[config.mk]
export PLATFORM = sky130hd
export DESIGN_NAME = regfile_write_queue
export DESIGN_NICKNAME = d
export VERILOG_FILES = /design/src/rtl/regfile_pkg.sv /design/src/rtl/regfile_wq_fifo.sv /design/src/rtl/regfile_write_queue.sv
export SDC_FILE = /design/constraint.sdc
export NUM_CORES = 1
export LEC_CHECK = 0
export BUFFER_PORTS_ARGS = -buffer_cell sky130_fd_sc_hd__buf_2
export CORE_ASPECT_RATIO = 1.5
export CORE_MARGIN = 5
export CORE_UTILIZATION = 49
export CTS_CLUSTER_SIZE = 8
export DETAILED_ROUTE_END_ITERATION = 8
export PLACE_DENSITY = 0.69
export SYNTH_ARGS = -nofsm -noshare
export SYNTH_HDL_FRONTEND = slang
export SYNTH_SLANG_ARGS = --single-unit
[constraint.sdc]
create_clock -name clk -period 4 [get_ports clk]
set_input_delay 0.4 -clock clk [delete_from_list [all_inputs] [get_ports clk]]
set_output_delay 0.4 -clock clk [all_outputs]
set_load 0.01 [all_outputs]
[src/rtl/regfile_pkg.sv]
// Shared constants and commit-FSM state encoding for the register-file
// write queue.
package regfile_pkg;

    localparam int AW = 5;
    localparam int DW = 32;

    localparam logic RF_READ  = 1'b0;
    localparam logic RF_WRITE = 1'b1;

    typedef enum logic [1:0] {
        IDLE   = 2'd0,
        SETUP  = 2'd1,
        STROBE = 2'd2,
        HOLD   = 2'd3
    } commit_state_e;

endpackage

[src/rtl/regfile_wq_fifo.sv]
// Circular buffer of pending register writes. Every slot is exposed together
// with a valid bit so the read side can search all pending entries.
module regfile_wq_fifo #(
    parameter int DEPTH = 4,
    parameter int AW    = 5,
    parameter int DW    = 32
) (
    input  logic                     clk,
    input  logic                     reset,
    input  logic                     push,
    input  logic [AW-1:0]            push_addr,
    input  logic [DW-1:0]            push_data,
    input  logic                     pop,
    output logic [AW-1:0]            head_addr,
    output logic [DW-1:0]            head_data,
    output logic [$clog2(DEPTH)-1:0] head_ptr,
    output logic [$clog2(DEPTH):0]   count,
    output logic                     full,
    output logic [AW-1:0]            entry_addr [DEPTH],
    output logic [DW-1:0]            entry_data [DEPTH],
    output logic [DEPTH-1:0]         entry_valid
);

    localparam int PW = $clog2(DEPTH);
    localparam int CW = PW + 1;

    logic [AW-1:0] mem_addr [DEPTH];
    logic [DW-1:0] mem_data [DEPTH];
    logic [PW-1:0] wr_ptr;
    logic [PW-1:0] rd_ptr;

    // Pointers are exactly PW bits wide, so DEPTH being a power of two
    // makes the modulo-DEPTH wrap free.
    always_ff @(posedge clk or negedge reset) begin
        if (!reset) begin
            wr_ptr <= '0;
            rd_ptr <= '0;
            count  <= '0;
        end else begin
            if (push) wr_ptr <= wr_ptr + PW'(1);
            if (pop)  rd_ptr <= rd_ptr + PW'(1);
            if (push && !pop)      count <= count + CW'(1);
            else if (pop && !push) count <= count - CW'(1);
        end
    end

    always_ff @(posedge clk) begin
        if (push) begin
            mem_addr[wr_ptr] <= push_addr;
            mem_data[wr_ptr] <= push_data;
        end
    end

    assign head_addr  = mem_addr[rd_ptr];
    assign head_data  = mem_data[rd_ptr];
    assign head_ptr   = rd_ptr;
    assign full       = (count == CW'(DEPTH));
    assign entry_addr = mem_addr;
    assign entry_data = mem_data;

    // A slot is live when its distance from the head is below count.
    always_comb begin
        entry_valid = '0;
        for (int i = 0; i < DEPTH; i++) begin
            entry_valid[i] = ({1'b0, PW'(i) - rd_ptr} < count);
        end
    end

endmodule

[src/rtl/regfile_write_queue.sv]
// Write-side front end for the register file: queues writes, commits each as
// a setup/strobe/hold sequence and forwards pending data to the read port.
module regfile_write_queue #(
    parameter int DEPTH = 4,
    parameter int AW    = regfile_pkg::AW,
    parameter int DW    = regfile_pkg::DW
) (
    input  logic                   clk,
    input  logic                   reset,
    input  logic                   wr_valid,
    output logic                   wr_ready,
    input  logic [AW-1:0]          wr_addr,
    input  logic [DW-1:0]          wr_data,
    output logic                   rf_mode,
    output logic [AW-1:0]          rf_waddr,
    output logic [DW-1:0]          rf_wdata,
    input  logic [AW-1:0]          rd_addr,
    output logic [AW-1:0]          rf_raddr,
    input  logic [DW-1:0]          rf_rdata,
    output logic [DW-1:0]          rd_data,
    output logic                   rd_hit,
    output logic [$clog2(DEPTH):0] count,
    output logic                   empty
);

    import regfile_pkg::*;

    localparam int PW = $clog2(DEPTH);

    commit_state_e state;
    logic          push;
    logic          pop;
    logic          full;
    logic [AW-1:0] head_addr;
    logic [DW-1:0] head_data;
    logic [PW-1:0] head_ptr;
    logic [AW-1:0] entry_addr [DEPTH];
    logic [DW-1:0] entry_data [DEPTH];
    logic [DEPTH-1:0] entry_valid;
    logic [PW-1:0] fwd_idx;

    // Handshake: a write transfers on a rising edge where wr_valid && wr_ready;
    // wr_ready depends only on registered occupancy, never on wr_valid or a pop.
    assign wr_ready = !full;
    assign push     = wr_valid && !full;
    assign pop      = (state == STROBE);
    assign empty    = (count == '0) && (state == IDLE);
    assign rf_raddr = rd_addr;

    regfile_wq_fifo #(
        .DEPTH (DEPTH),
        .AW    (AW),
        .DW    (DW)
    ) u_fifo (
        .clk         (clk),
        .reset       (reset),
        .push        (push),
        .push_addr   (wr_addr),
        .push_data   (wr_data),
        .pop         (pop),
        .head_addr   (head_addr),
        .head_data   (head_data),
        .head_ptr    (head_ptr),
        .count       (count),
        .full        (full),
        .entry_addr  (entry_addr),
        .entry_data  (entry_data),
        .entry_valid (entry_valid)
    );

    // Address/data only move on entry to SETUP, so they are stable across
    // the whole strobe and the hold phase that follows it.
    always_ff @(posedge clk or negedge reset) begin
        if (!reset) begin
            state    <= IDLE;
            rf_mode  <= RF_READ;
            rf_waddr <= '0;
            rf_wdata <= '0;
        end else begin
            case (state)
                IDLE: begin
                    if (count != '0) begin
                        state    <= SETUP;
                        rf_waddr <= head_addr;
                        rf_wdata <= head_data;
                    end
                end
                SETUP: begin
                    state   <= STROBE;
                    rf_mode <= RF_WRITE;
                end
                STROBE: begin
                    state   <= HOLD;
                    rf_mode <= RF_READ;
                end
                HOLD: begin
                    if (count != '0) begin
                        state    <= SETUP;
                        rf_waddr <= head_addr;
                        rf_wdata <= head_data;
                    end else begin
                        state <= IDLE;
                    end
                end
                default: begin
                    state   <= IDLE;
                    rf_mode <= RF_READ;
                end
            endcase
        end
    end

    // Walk from oldest to newest so the last match, the newest write, wins.
    always_comb begin
        rd_data = rf_rdata;
        rd_hit  = 1'b0;
        fwd_idx = '0;
        for (int k = 0; k < DEPTH; k++) begin
            fwd_idx = head_ptr + PW'(k);
            if (entry_valid[fwd_idx] && (entry_addr[fwd_idx] == rd_addr)) begin
                rd_hit  = 1'b1;
                rd_data = entry_data[fwd_idx];
            end
        end
    end

endmodule

**After elaboration in Yosys (flattened, before gate mapping)**

Index checks and enable logic that the tools add are counted.
Widths: inputs -> output; s select.

- Add/sub/neg operators: 10
- $lt $le $gt $ge: 14
- Equal/unequal tests: 9
- Multiplexer cells: 52
- Bitwise operators: 5
- Reductions and logical operators: 19

Operators with widths:

| operator | count |
|---|---|
| $mux 32 | 13 |
| $bmux 32 s2 | 4 |
| $bwmux 128 | 1 |
| $demux 32 s2 | 1 |
| $mux 5 | 9 |
| $bmux 5 s2 | 4 |
| $bwmux 20 | 1 |
| $eq 5x5->1 | 4 |
| $ge 3x3->1 const B | 5 |
| $not 2->3 | 5 |
| $lt 2x3->1 | 4 |
| $lt 2x3->1 const B | 4 |
| $demux 5 s2 | 1 |
| $logic_and 1x1->1 | 9 |
| $mux 1 | 9 |
| $bmux 1 s2 | 4 |
| $pmux 2 s4 | 1 |
| $mux 3 | 2 |
| $add 2x1->2 const B | 2 |
| $add 2x2->2 const B | 2 |
| $eq 2x2->1 const B | 2 |
| $reduce_bool 2->1 | 2 |
| $sub 1x2->2 const A | 2 |
| $sub 2x2->2 const A | 2 |
| 14 further kinds | 16 |

- Register bits after elaboration: 195
- Bits of input ports: 77
- Output and inout port bits: 81
- Word-level logic and storage cells: 124

**Depth between registers and ports, before layout**

Gate-level depths: netlist (run 1).

- Word-level depth: 10
- Depth in mapped cells: 15
- Depth with buffers taken out: 9

**Hierarchy**

A second synthesis (run 1) with hierarchy kept.

- Cell total of the unflattened synthesis: 1091
- Area, all modules: 12737.2 sq um

By module, submodules not included:

| module | instances | cells an instance | area each (sq um) | sequential area each (sq um) |
|---|---|---|---|---|
| regfile_write_queue | 1 | 846 | 6845.3 | 1001.0 |
| regfile_wq_fifo | 1 | 245 | 5891.9 | 4619.4 |

**Worst setup path after synthesis (run 1)**

OpenSTA, ideal clock, no wires.

- Path type: reg-to-output
- Start point: register u_fifo.rd_ptr[1] (netlist: u_fifo.head_ptr[1])
- End point: output rd_data[10]
- Arrival time: 3323 ps
- Data required time: 3600 ps
- Path slack: 277 ps
- Cell stages (with the launch flop): 16
- Path buffers: 8
- Cell sequence: dfrtp_1 -> buf_4 -> buf_6 -> buf_4 -> buf_2 -> buf_4 -> buf_2 -> inv_1 -> ha_1 -> nor3b_1 -> a2111oi_0 -> a2111oi_2 -> buf_4 -> buf_2 -> a211o_1 -> o21ai_1

- Cells in the longest elaborated chain, start to end: 10
- Elaborated cells on any way between the ends: 59
- Classes of those cells: add/sub (7); order compare (4); eq/ne (4); mux (36); bitwise (4); reduce/logical (4)

RTL lines:

| what | line | RTL |
|---|---|---|
| start: declaration | regfile_wq_fifo.sv:30 | `logic [PW-1:0] rd_ptr;` |
| start signal: assignment | regfile_wq_fifo.sv:41 | `if (pop) rd_ptr <= rd_ptr + PW'(1);` |
| branches (longest 9 deep; another with $lt 2x3->1) | n/a |  |
| $mux 32 * | regfile_write_queue.sv:120 | `if (entry_valid[fwd_idx] && (entry_addr[fwd_idx] == rd_addr)) begin` |
| end: declaration | regfile_write_queue.sv:20 | `output logic [DW-1:0] rd_data,` |

Every way passes the cells marked *. The select of a mux whose other input is x is not followed.

**Worst setup path after layout (run 1)**

- Start point: register u_fifo.rd_ptr[0] (netlist: u_fifo.head_ptr[0])
- End point: output rd_data[30]

The elaborated chain is that of the path after synthesis.

==> impl_results.md, run 1 <==
* Status: finished clean
* Die extent in x at approximately 140 um
* GPL Wtd Cong at 0.823
* RSZ-0062 raised after global routing: yes
* Most frequent cells after synthesis: edfxtp_1, mux2_2, nor2_1, mux2i_1, a21oi_1
* Syn_area_per_cell at ~12 um^2
* CP required at 3.60 ns
* CP max FO at 63
* IO Port Bufs at 157
* Power density over cell area at 845 mW/mm^2
* Xor/xnor share of the synthesized area at 2.28%
* Worst Path Class, Setup: flop to output port
* Period utilization at between 90% and 100%
* Initial antenna violation count at 9
* First-pass GRT wire length at 47300 um
* Synth Area in Compound Gates at 15.5%
* Post-CTS Hold Buffers at 0
* Synth area leader: edfxtp_1
* Grt total ovfl at 0
* DRC viols at 0
* Vias in the first global route at around 8900
* Site row count at 70
* Setup ws final at 0.143 ns
* Initial DRC count at between 500 and 600
* HP Class: input port to async pin
* Die Ht at 202 um
* CTS clk-pin slew, worst paths at about 0.07 ns
* Arr. time, crit path at 3.46 ns
* Root Buffer Master: clkbuf_16
* Drt wl/cell at 20.7 um
* Cells taking the most area after synthesis: edfxtp_1, dfrtp_1, mux2_2
* Internal reg-to-reg setup slack at around 1.4 ns
* Maximum buffer depth of the clock tree at 2
* Share of layout cells above drive strength 1 at between 30% and 40%
* Gr usage total at 22.2%
* Crit path launch type: flop
* MaxCap Viol Count at 0
* Crit path launch: u_fifo.head_ptr[0]
* Top routing layer in use: met5
* Setup Slack @ Placement at 0.290 ns
* RR Startpoint: u_fifo.count[2]
* Simple-gate share of the synthesized area at 7.33%
* Minimum clock period at approximately 3.9 ns
* Max-slew headroom at 42.8%
* Yosys warns at 0
* LEAKAGE at 5.35 nW
* Area share of the largest cell type after synthesis at 36.9%
* Synth Area in Adders at 1.52%
* Post-synthesis sequential area ratio at 46.7%
* IO Count at 158
* Clk_skew at 0.00620 ns
* Worst-Skew Late Latency at ~0.44 ns
* Number of distinct library cells after synthesis at 51
* H-tree depth at 4
* Slew Limit Fails at 0
* Least-Margin Pin Slew at approximately 0.86 ns
* Length in cells of the worst reg-to-reg path at 7
* VDD IR max at 588 uV
* Syn Inst Count at between 1000 and 1500
* CP max-delay cell: mux4_2
* Drt pass-1 iters at 5
* Cell area after synthesis at 0.0120 mm^2
* RR Endpoint: u_fifo.count[1]
* CTS tree: yes
* Area growth from synthesis to layout at 14.5%
* FMAX at 259 MHz
* Remaining antenna violation count at 0
* Routed vias at 8758
* Metal-1 WL at 11800 um
* Main synth FF type: edfxtp_1
* Hold Violations, Final at 0
* DP Wirelength at just over 20000 um
* Synth Net Count at between 1000 and 1500
* Die area at roughly 0.028 mm^2
* Most numerous cell in the Yosys netlist: edfxtp_1
* Largest family of logic cells by synthesized area: multiplexers
* FFs w/ async S/R, synth at 24.1%
* Worst setup path end: rd_data[30]
* Metal2 WL at 16700 um
* Largest net degree at the start of global routing at 99
* Cell Chain, Critical Path: buf_16 > mux4_2 > xnor2_1 > o221ai_4 > nor2_4 > a211o_1 > o21ai_1 > buf_2
* CTS buffer count at 17
* Yosys reg bits at 195
* Worst setup EP type: output port
* Avg Vias per Cell at 5.87
* Setup violations, final at 0
* Core area at 0.0243 mm^2
* Final net count at 1240
* Metal3 WL at 1430 um
* Routed wire length at 30900 um
* Post-synth EDFFs at 148
* Finished Core Util at between 50 and 60%
* Mux contribution to synthesized area at 21.6%
* FILL cells at 2099
* Hold slack at 0.0158 ns
* Slowest stage delay, CP at between 0.5 and 0.6 ns
* Starting Density at 49.4%
* CTS sink cnt at just under 200
==> logic make-up after synthesis <==
logic type / after synthesis
xor gates and xnor gates: 27
muxes: 220
and+or+nand+nor: 199
buffers and inverters: 109
adders and majority gates: 14
DFF: 195
AOI/OAI and AO/OA: 268
==> critical path: cells and delay by family (launching register included) <==
kind / cells / cell delay, ns
multiplexers: 1 / 0.57
buffers and inverters: 2 / 0.47
AO/OA/AOI/OAI: 3 / 0.54
flip-flops: 1 / 0.52
XOR/XNOR: 1 / 0.36
AND/OR/NAND/NOR: 1 / 0.55
==> per-stage QoR <==
step,power [W],area (um^2),instances,TNS (ns)
3_5_place_dp,0.00979,13000,1445,0
4_1_cts,0.0117,13700,1485,-0.00157
5_1_grt,0.0124,13800,1492,-0.120
6_report,0.0116,13800,1492,0
2_1_floorplan,0.00800,12000,1032,0
3_3_place_gp,0.00967,13000,1445,0
==> where the power goes <==
| part | switching (W) | internal [W] | total (W) |
|---|---|---|---|
| clock network | 0.000811 | 0.000897 | 0.00171 |
| registers | 0.000314 | 0.00280 | 0.00311 |
| logic | 0.00396 | 0.00286 | 0.00682 |
==> how the worst min path moves through the flow <==
| stage | from | endpoint | slack (ns) |
|---|---|---|---|
| finish | reset | u_fifo.count[1] | 0.02 |
| global route | reset | u_fifo.count[1] | 0.05 |
| CTS | reset | u_fifo.head_ptr[0] | 0.03 |
| detailed placement | rf_wdata[30] | rf_wdata[30] | 0.47 |
| global placement | rf_wdata[30] | rf_wdata[30] | 0.47 |
| floorplan | reset | rf_mode | 0.10 |
==> state kept, by name, indices dropped and copies added (netlist names) <==
register and count:
u_fifo.wr_ptr 2, u_fifo.entry_addr 20, state 2, rf_mode 1
rf_wdata 32, u_fifo.entry_data 128, rf_waddr 5, u_fifo.count 3
u_fifo.head_ptr 2
==> routing by layer <==
layer | vias up | GRT usage [%]
li1 | 4134 | -
met1 | 4334 | 25.7
met2 | 227 | 39.9
met3 | 57 | 4.06
met4 | 6 | 8.97
met5 | - | 0
==> placed cells by master, fill, tap and decap left out, drive strengths merged, types with 20 or more instances in the layout <==
master  count
nor2      103
mux2      103
o21ai      68
xnor2      22
edfxtp    148
a211o      32
a211oi     32
nor3       34
buf       193
mux2i      97
a21oi      95
nand2      41
dfrtp      47
o31a       32
mux4       20
==> final cells by class <==
| cell class | instances | area (um^2) | share of cell area, % |
|---|---|---|---|
| Timing Repair Buffer | 194 | 1200 | 8.70 |
| Tap cell | 324 | 405 | 2.94 |
| Sequential cell | 195 | 5630 | 40.8 |
| Clock inverter | 14 | 145 | 1.05 |
| Clock buffer | 18 | 439 | 3.19 |
| Antenna cell | 6 | 15.0 | 0.109 |
| Multi-Input combinational cell | 729 | 5900 | 42.8 |
| Inverter | 12 | 45.0 | 0.327 |
==> timing repair <==
item,in CTS,in global routing
endpoints found under the setup margin,33,33
gates resized for setup,6,6
cloned,2,0
buffers inserted,6,1
pin swaps,4,1
(Power assumes the default switching activity.)
==> run 2: changes to the inputs <==
clock period = 3.98 ns   (was 4 ns; I/O delays follow)
==> run 2 against run 1 <==
Clock skew increased by 0.0085 ns. Cell count decreased by 0.20%. Largest power group unchanged. Clock power increased by 6%.
==> impl_results.md, run 2 (same netlist as run 1, synthesis figures left out) <==
* Status: finished clean
* Initial antenna violation count at 6
* Routed vias at 8853
* Buf+Inv Stages, Crit Path at 3
* Minimum clock period at around 3.8 ns
* Starting Density at 49.4%
* Clk_skew at 0.0147 ns
* Top Family by Delay on Critical Path: multiplexers
* First-pass GRT wire length at 48400 um
* Core area at 0.0243 mm^2
* Share of layout cells above drive strength 1 at 34.2%
* Remaining antenna violation count at 0
* Initial DRC count at 567
* IO Count at ~160
* Gr usage total at 22.6%
* DRC viols at 0
* Largest net degree at the start of global routing at 121
* RSZ-0062 raised after global routing: yes
* Largest register FFs at around 130
* VDD IR max at about 420 uV
* Maximum buffer depth of the clock tree at 2
* Length in cells of the worst reg-to-reg path at 6
* Arr. time, crit path at 3.43 ns
* WP depth at 9
* Slowest stage delay, CP at 0.55 ns
* Setup violations, final at 0
* MaxCap Viol Count at 0
* IO Port Bufs at 157
* Worst setup path end: rd_data[2]
* Hold Violations, Final at 0
* Avg Vias per Cell at 5.95
* Slew Limit Fails at 0
* Drt wl/cell at 20.9 um
* Die Ht at just over 200 um
* CTS buffer count at 17
* Total design power at 0.0118 W
* HP Class: input port to flop
* Period utilization at 96.1%
* RR Endpoint: rf_wdata[18]
* FMAX at 261 MHz
* CTS clk-pin slew, worst paths at 0.07 ns
* Root Buffer Master: clkbuf_16
* CP max-delay cell: mux4_2
* Least-Margin Pin Slew at 1.13 ns
* Final net count at approximately 1200
* Most frequent cells in the layout: buf_2, edfxtp_1, mux2_2, nor2_1, mux2i_1
* Worst-Skew Late Latency at between 0.4 and 0.5 ns
* Crit path launch: u_fifo.head_ptr[1]
* Worst setup EP type: output port
* Routed wire length at around 31000 um
* Power density over cell area at 856 mW/mm^2
* Site row count at 70
* LEAKAGE at 5.33 nW
* CTS tree: yes
* CTS sink cnt at about 200
* Grt total ovfl at 0
* Die extent in x at 138 um
* Max-slew headroom at 24.9%
* Internal reg-to-reg setup slack at 1.26 ns
* Area growth from synthesis to layout at 14.2%
* CP required at 3.58 ns
* Worst Path Class, Setup: flop to output port
* Crit path launch type: flop
* GPL Wtd Cong at 0.812
* Vias in the first global route at between 8000 and 9000
* RR Startpoint: u_fifo.head_ptr[1]
* Setup tns final at 0 ns
* Cell Chain, Critical Path: buf_4 > mux4_2 > xnor2_1 > nand4_1 > a2111oi_4 > buf_6 > mux2i_1 > o21ai_1 > buf_2
* H-tree depth at 4
* Hold Path Depth at 1
* Drt pass-1 iters at 5
* DP Wirelength at 21100 um
* Commonest non-fill, non-tap cell in the layout: buf_2
* CP max FO at 32
* Die area at 0.0279 mm^2
run 2: worst min-delay path by stage:
stage                startpoint                     end
floorplan                 reset                 rf_mode
global placement          reset                 rf_mode
detailed placement        reset                 rf_mode
CTS                 wr_data[22]  u_fifo.entry_data[118]
global route         wr_addr[2]    u_fifo.entry_addr[7]
finish               wr_addr[2]    u_fifo.entry_addr[7]
run 2: area by class of cell:
cell class	instances	area, um^2
Antenna cell	4	10.0
Clock buffer	22	474
Clock inverter	10	145
Fill cell	2116	10600
Inverter	12	45.0
Multi-Input combinational cell	729	5910
Sequential cell	195	5630
Tap cell	324	405
Timing Repair Buffer	193	1120
run 2: repair_timing:
| action | in CTS | in global routing |
|---|---|---|
| resized for setup | 4 | 4 |
| cloned | 1 | 0 |
| hold buffers | 1 | 0 |
| buffers inserted | 3 | 0 |
| pin swaps | 0 | 1 |
| endpoints found under the setup margin | 29 | 28 |
| hold endpoints to repair | 19 | 0 |
run 2: stage by stage:
step                cell area, um^2  hold WS (ns)  instances  worst slack [ns]  utilization [%]
finish                        13700         0.176       1489             0.155             56.4
global route                  13700         0.162       1489          -0.00438             56.4
CTS                           13700         0.157       1485            0.0212             56.3
detailed placement            13000         0.430       1448             0.278             53.5
global placement              13000         0.433       1448             0.363             53.5
floorplan                     12000         0.102       1032             0.259                -
run 2: metal layers:
metal	wire (um)	part of all wire, %	vias to the layer above	global-route usage (%)
li1	-	-	4137	-
met1	12000	39	4377	27.1
met2	16600	53	279	39.8
met3	1540	4.9	56	3.59
met4	905	2.9	4	9.43
met5	27	0.087	-	0
run 2: power by group:
group / total, W / leakage (nW) / internal [W] / switching [W]
combinational: 0.00683 / 3.14 / 0.00284 / 0.00399
sequential: 0.00311 / 1.89 / 0.00281 / 0.000294
clock: 0.00182 / 0.298 / 0.00105 / 0.000769
==> run 3: changes to the inputs <==
ABC_AREA = 1   (was unset)
CORE_UTILIZATION = 55   (was 49)
PLACE_DENSITY = 0.76   (was 0.69)
==> run 3 against run 2 <==
Cell area rose by 3.8%. Global-route usage is 5.2 points higher. Clock skew shrank 0.0053 ns. Clock power is 4% lower. Register-to-register slack better by 0.39 ns. Sequential power fell by 1%. Critical endpoint is now rd_data[31]. Largest cell class is now registers.
==> impl_results.md, run 3 <==
* Status: finished clean
* Most numerous cell in the Yosys netlist: nand2_1
* Area share of the largest cell type after synthesis at 35.5%
* Length in cells of the worst reg-to-reg path at 10
* Main synth FF type: edfxtp_1
* Largest register FFs at 128
* Root Buffer Master: clkbuf_16
* FMAX at ~270 MHz
* Worst Path Class, Setup: flop to output port
* CP max FO at 38
* Simple-gate share of the synthesized area at 28.1%
* Avg Vias per Cell at between 5 and 6
* Period utilization at 94.1%
* CP required at ~3.6 ns
* Share of layout cells above drive strength 1 at 14.3%
* Crit path launch type: flop
* Hold slack at 0.165 ns
* Site row count at between 60 and 70
* Synth Net Count at 1817
* GPL Wtd Cong at 0.895
* Yosys reg bits at 195
* VDD IR max at approximately 870 uV
* Initial DRC count at 1012
* Cell Chain, Critical Path: buf_4 > nand2_1 > nand2_2 > buf_8 > ha_1 > nand3_1 > nand3_1 > nand2_1 > nor2_1 > nor2_4 > buf_12 > nand4_1 > nand3_1 > nand2_1 > nand2_1 > buf_2
* Commonest non-fill, non-tap cell in the layout: nand2_1
* Total design power at 0.0126 W
* Synth Area in Compound Gates at 12.4%
* RR Endpoint: u_fifo.count[2]
* Hold Path End: u_fifo.entry_addr[12]
* CTS clk-pin slew, worst paths at 0.07 ns
* First-pass GRT wire length at 57200 um
* RR Startpoint: u_fifo.count[0]
* Syn_area_per_cell at 7.25 um^2
* CTS buffer count at 17
* Slew Limit Fails at 0
* Power density over cell area at roughly 890 mW/mm^2
* Setup violations, final at 0
* Remaining antenna violation count at 0
* DP Wirelength at 23100 um
* Clk_skew at 0.00933 ns
* Worst hold path startpoint: wr_addr[2]
* Gr usage total at 27.9%
* Worst-Skew Late Latency at 0.45 ns
* Mux contribution to synthesized area at 0%
* FFs w/ async S/R, synth at 24.1%
* Arr. time, crit path at 3.35 ns
* Most frequent CP cell: nand2_1
* Syn Inst Count at 1726
* Cell area after synthesis at roughly 0.013 mm^2
* IO Count at around 160
* HP Class: input port to flop
* Number of distinct library cells after synthesis at 26
* MaxCap Viol Count at 0
* Area growth from synthesis to layout at 14.0%
* Minimum clock period at 3.75 ns
* IO Port Bufs at 157
* Max-slew headroom at 32.6%
* H-tree depth at 4
* RSZ-0062 raised after global routing: no
* Drt wl/cell at 17.3 um
* Maximum buffer depth of the clock tree at 2
* Post-synthesis sequential area ratio at 44.9%
* Internal reg-to-reg setup slack at 1.65 ns
* Xor/xnor share of the synthesized area at less than 1%
* Routed vias at 12138
* CTS tree: yes
* Yosys warns at 0
* Routed wire length at ~37000 um
* Vias in the first global route at 11498
* Dpl cell area at 0.0134 mm^2
* Die Ht at a little under 200 um
* Grt total ovfl at 0
* Synth area leader: edfxtp_1
* Final net count at 1920
* Largest family of logic cells by synthesized area: simple AND/OR/NAND/NOR gates
* Finished Core Util at 63.7%
* Most frequent cells in the layout: nand2_1, o21ai_0, inv_1, buf_2, edfxtp_1
* Starting Density at 55.9%
* Post-synth EDFFs at 148
* Die extent in x at 133 um
* Die area at 0.0259 mm^2
* Slowest stage delay, CP at 0.44 ns
* CTS sink cnt at 195
* Worst setup EP type: output port
* Hold Violations, Final at 0
* CP max-delay cell: dfrtp_4
* LEAKAGE at 6.83 nW
* Drt pass-1 iters at 7
* Largest net degree at the start of global routing at around 110
* Initial antenna violation count at 4
* Most frequent cells after synthesis: nand2_1, o21ai_0, inv_1, edfxtp_1, nand3_1
* DRC viols at 0
* Least-Margin Pin Slew at 1.01 ns
* Cells taking the most area after synthesis: edfxtp_1, nand2_1, o21ai_0
* Synth Area in Adders at 1.46%
* Design Area, Final at 0.0143 mm^2
* Hold Path Depth at 1
* Core area at 0.0224 mm^2
-- run 3: worst max-delay path, delay by kind of cell (launching register included) --
kind,cells,cell delay [ns]
fa+ha+maj,1,0.26
buf+inv,4,0.93
flops,1,0.44
simple gates,11,1.26
-- run 3: per-layer routing --
layer | up-vias | track usage (%) | part of all wire (%) | wire (um)
met5 | - | 0 | 0.057 | 21
met4 | 4 | 15.1 | 4.2 | 1540
met2 | 614 | 49.5 | 51 | 18500
met3 | 132 | 5.28 | 8.7 | 3190
met1 | 5558 | 31.4 | 36 | 13300
li1 | 5830 | - | - | -
-- run 3: final cells by class --
class	instances	area [um^2]
Clock buffer	20	478
Clock inverter	12	118
Timing Repair Buffer	203	1250
Fill cell	1921	8130
Tap cell	276	345
Sequential cell	195	5630
Inverter	252	953
Multi-Input combinational cell	1160	5480
Antenna cell	2	5.00
-- run 3: logic make-up after synthesis --
| kind of cell | count (synthesis) |
|---|---|
| adders and majority gates | 14 |
| and+or+nand+nor | 822 |
| buffers and inverters | 373 |
| AOI/OAI and AO/OA | 309 |
| xor gates and xnor gates | 13 |
| DFF | 195 |
-- run 3: report_power, final --
group          leakage, nW  internal, W  switching [W]
Combinational         4.62      0.00226        0.00556
Sequential            1.91      0.00281       0.000253
Clock                0.293     0.000945       0.000794
-- run 3: timing repair --
action                     CTS  global route
hold endpoints to repair    13             0
setup endpoints to repair   33            32
gates cloned                 2             1
hold buffers                 1             0
resized for setup            9            11
setup buffers                2             6
pin swaps                    2             4
-- run 3: worst max-delay path by stage --
stage	start	end	cells after the start	slack (ns)
after floorplan	u_fifo.head_ptr[0]	rd_data[21]	18	0.92
after global placement	u_fifo.head_ptr[1]	rd_data[2]	15	-0.14
after detailed placement	u_fifo.head_ptr[1]	rd_data[2]	15	-0.21
after CTS	u_fifo.head_ptr[0]	rd_data[7]	19	0.04
after global routing	u_fifo.head_ptr[1]	rd_data[23]	18	0.02
final	u_fifo.head_ptr[1]	rd_data[31]	16	0.23
-- run 3: through the flow --
step / std cells / setup TNS (ns) / setup slack (ns)
6_report: 2120 / 0 / 0.235
5_1_grt: 2120 / 0 / 0.0226
4_1_cts: 2111 / 0 / 0.0377
3_5_place_dp: 2074 / -4.66 / -0.214
3_3_place_gp: 2074 / -2.38 / -0.142
2_1_floorplan: 1726 / 0 / 0.916
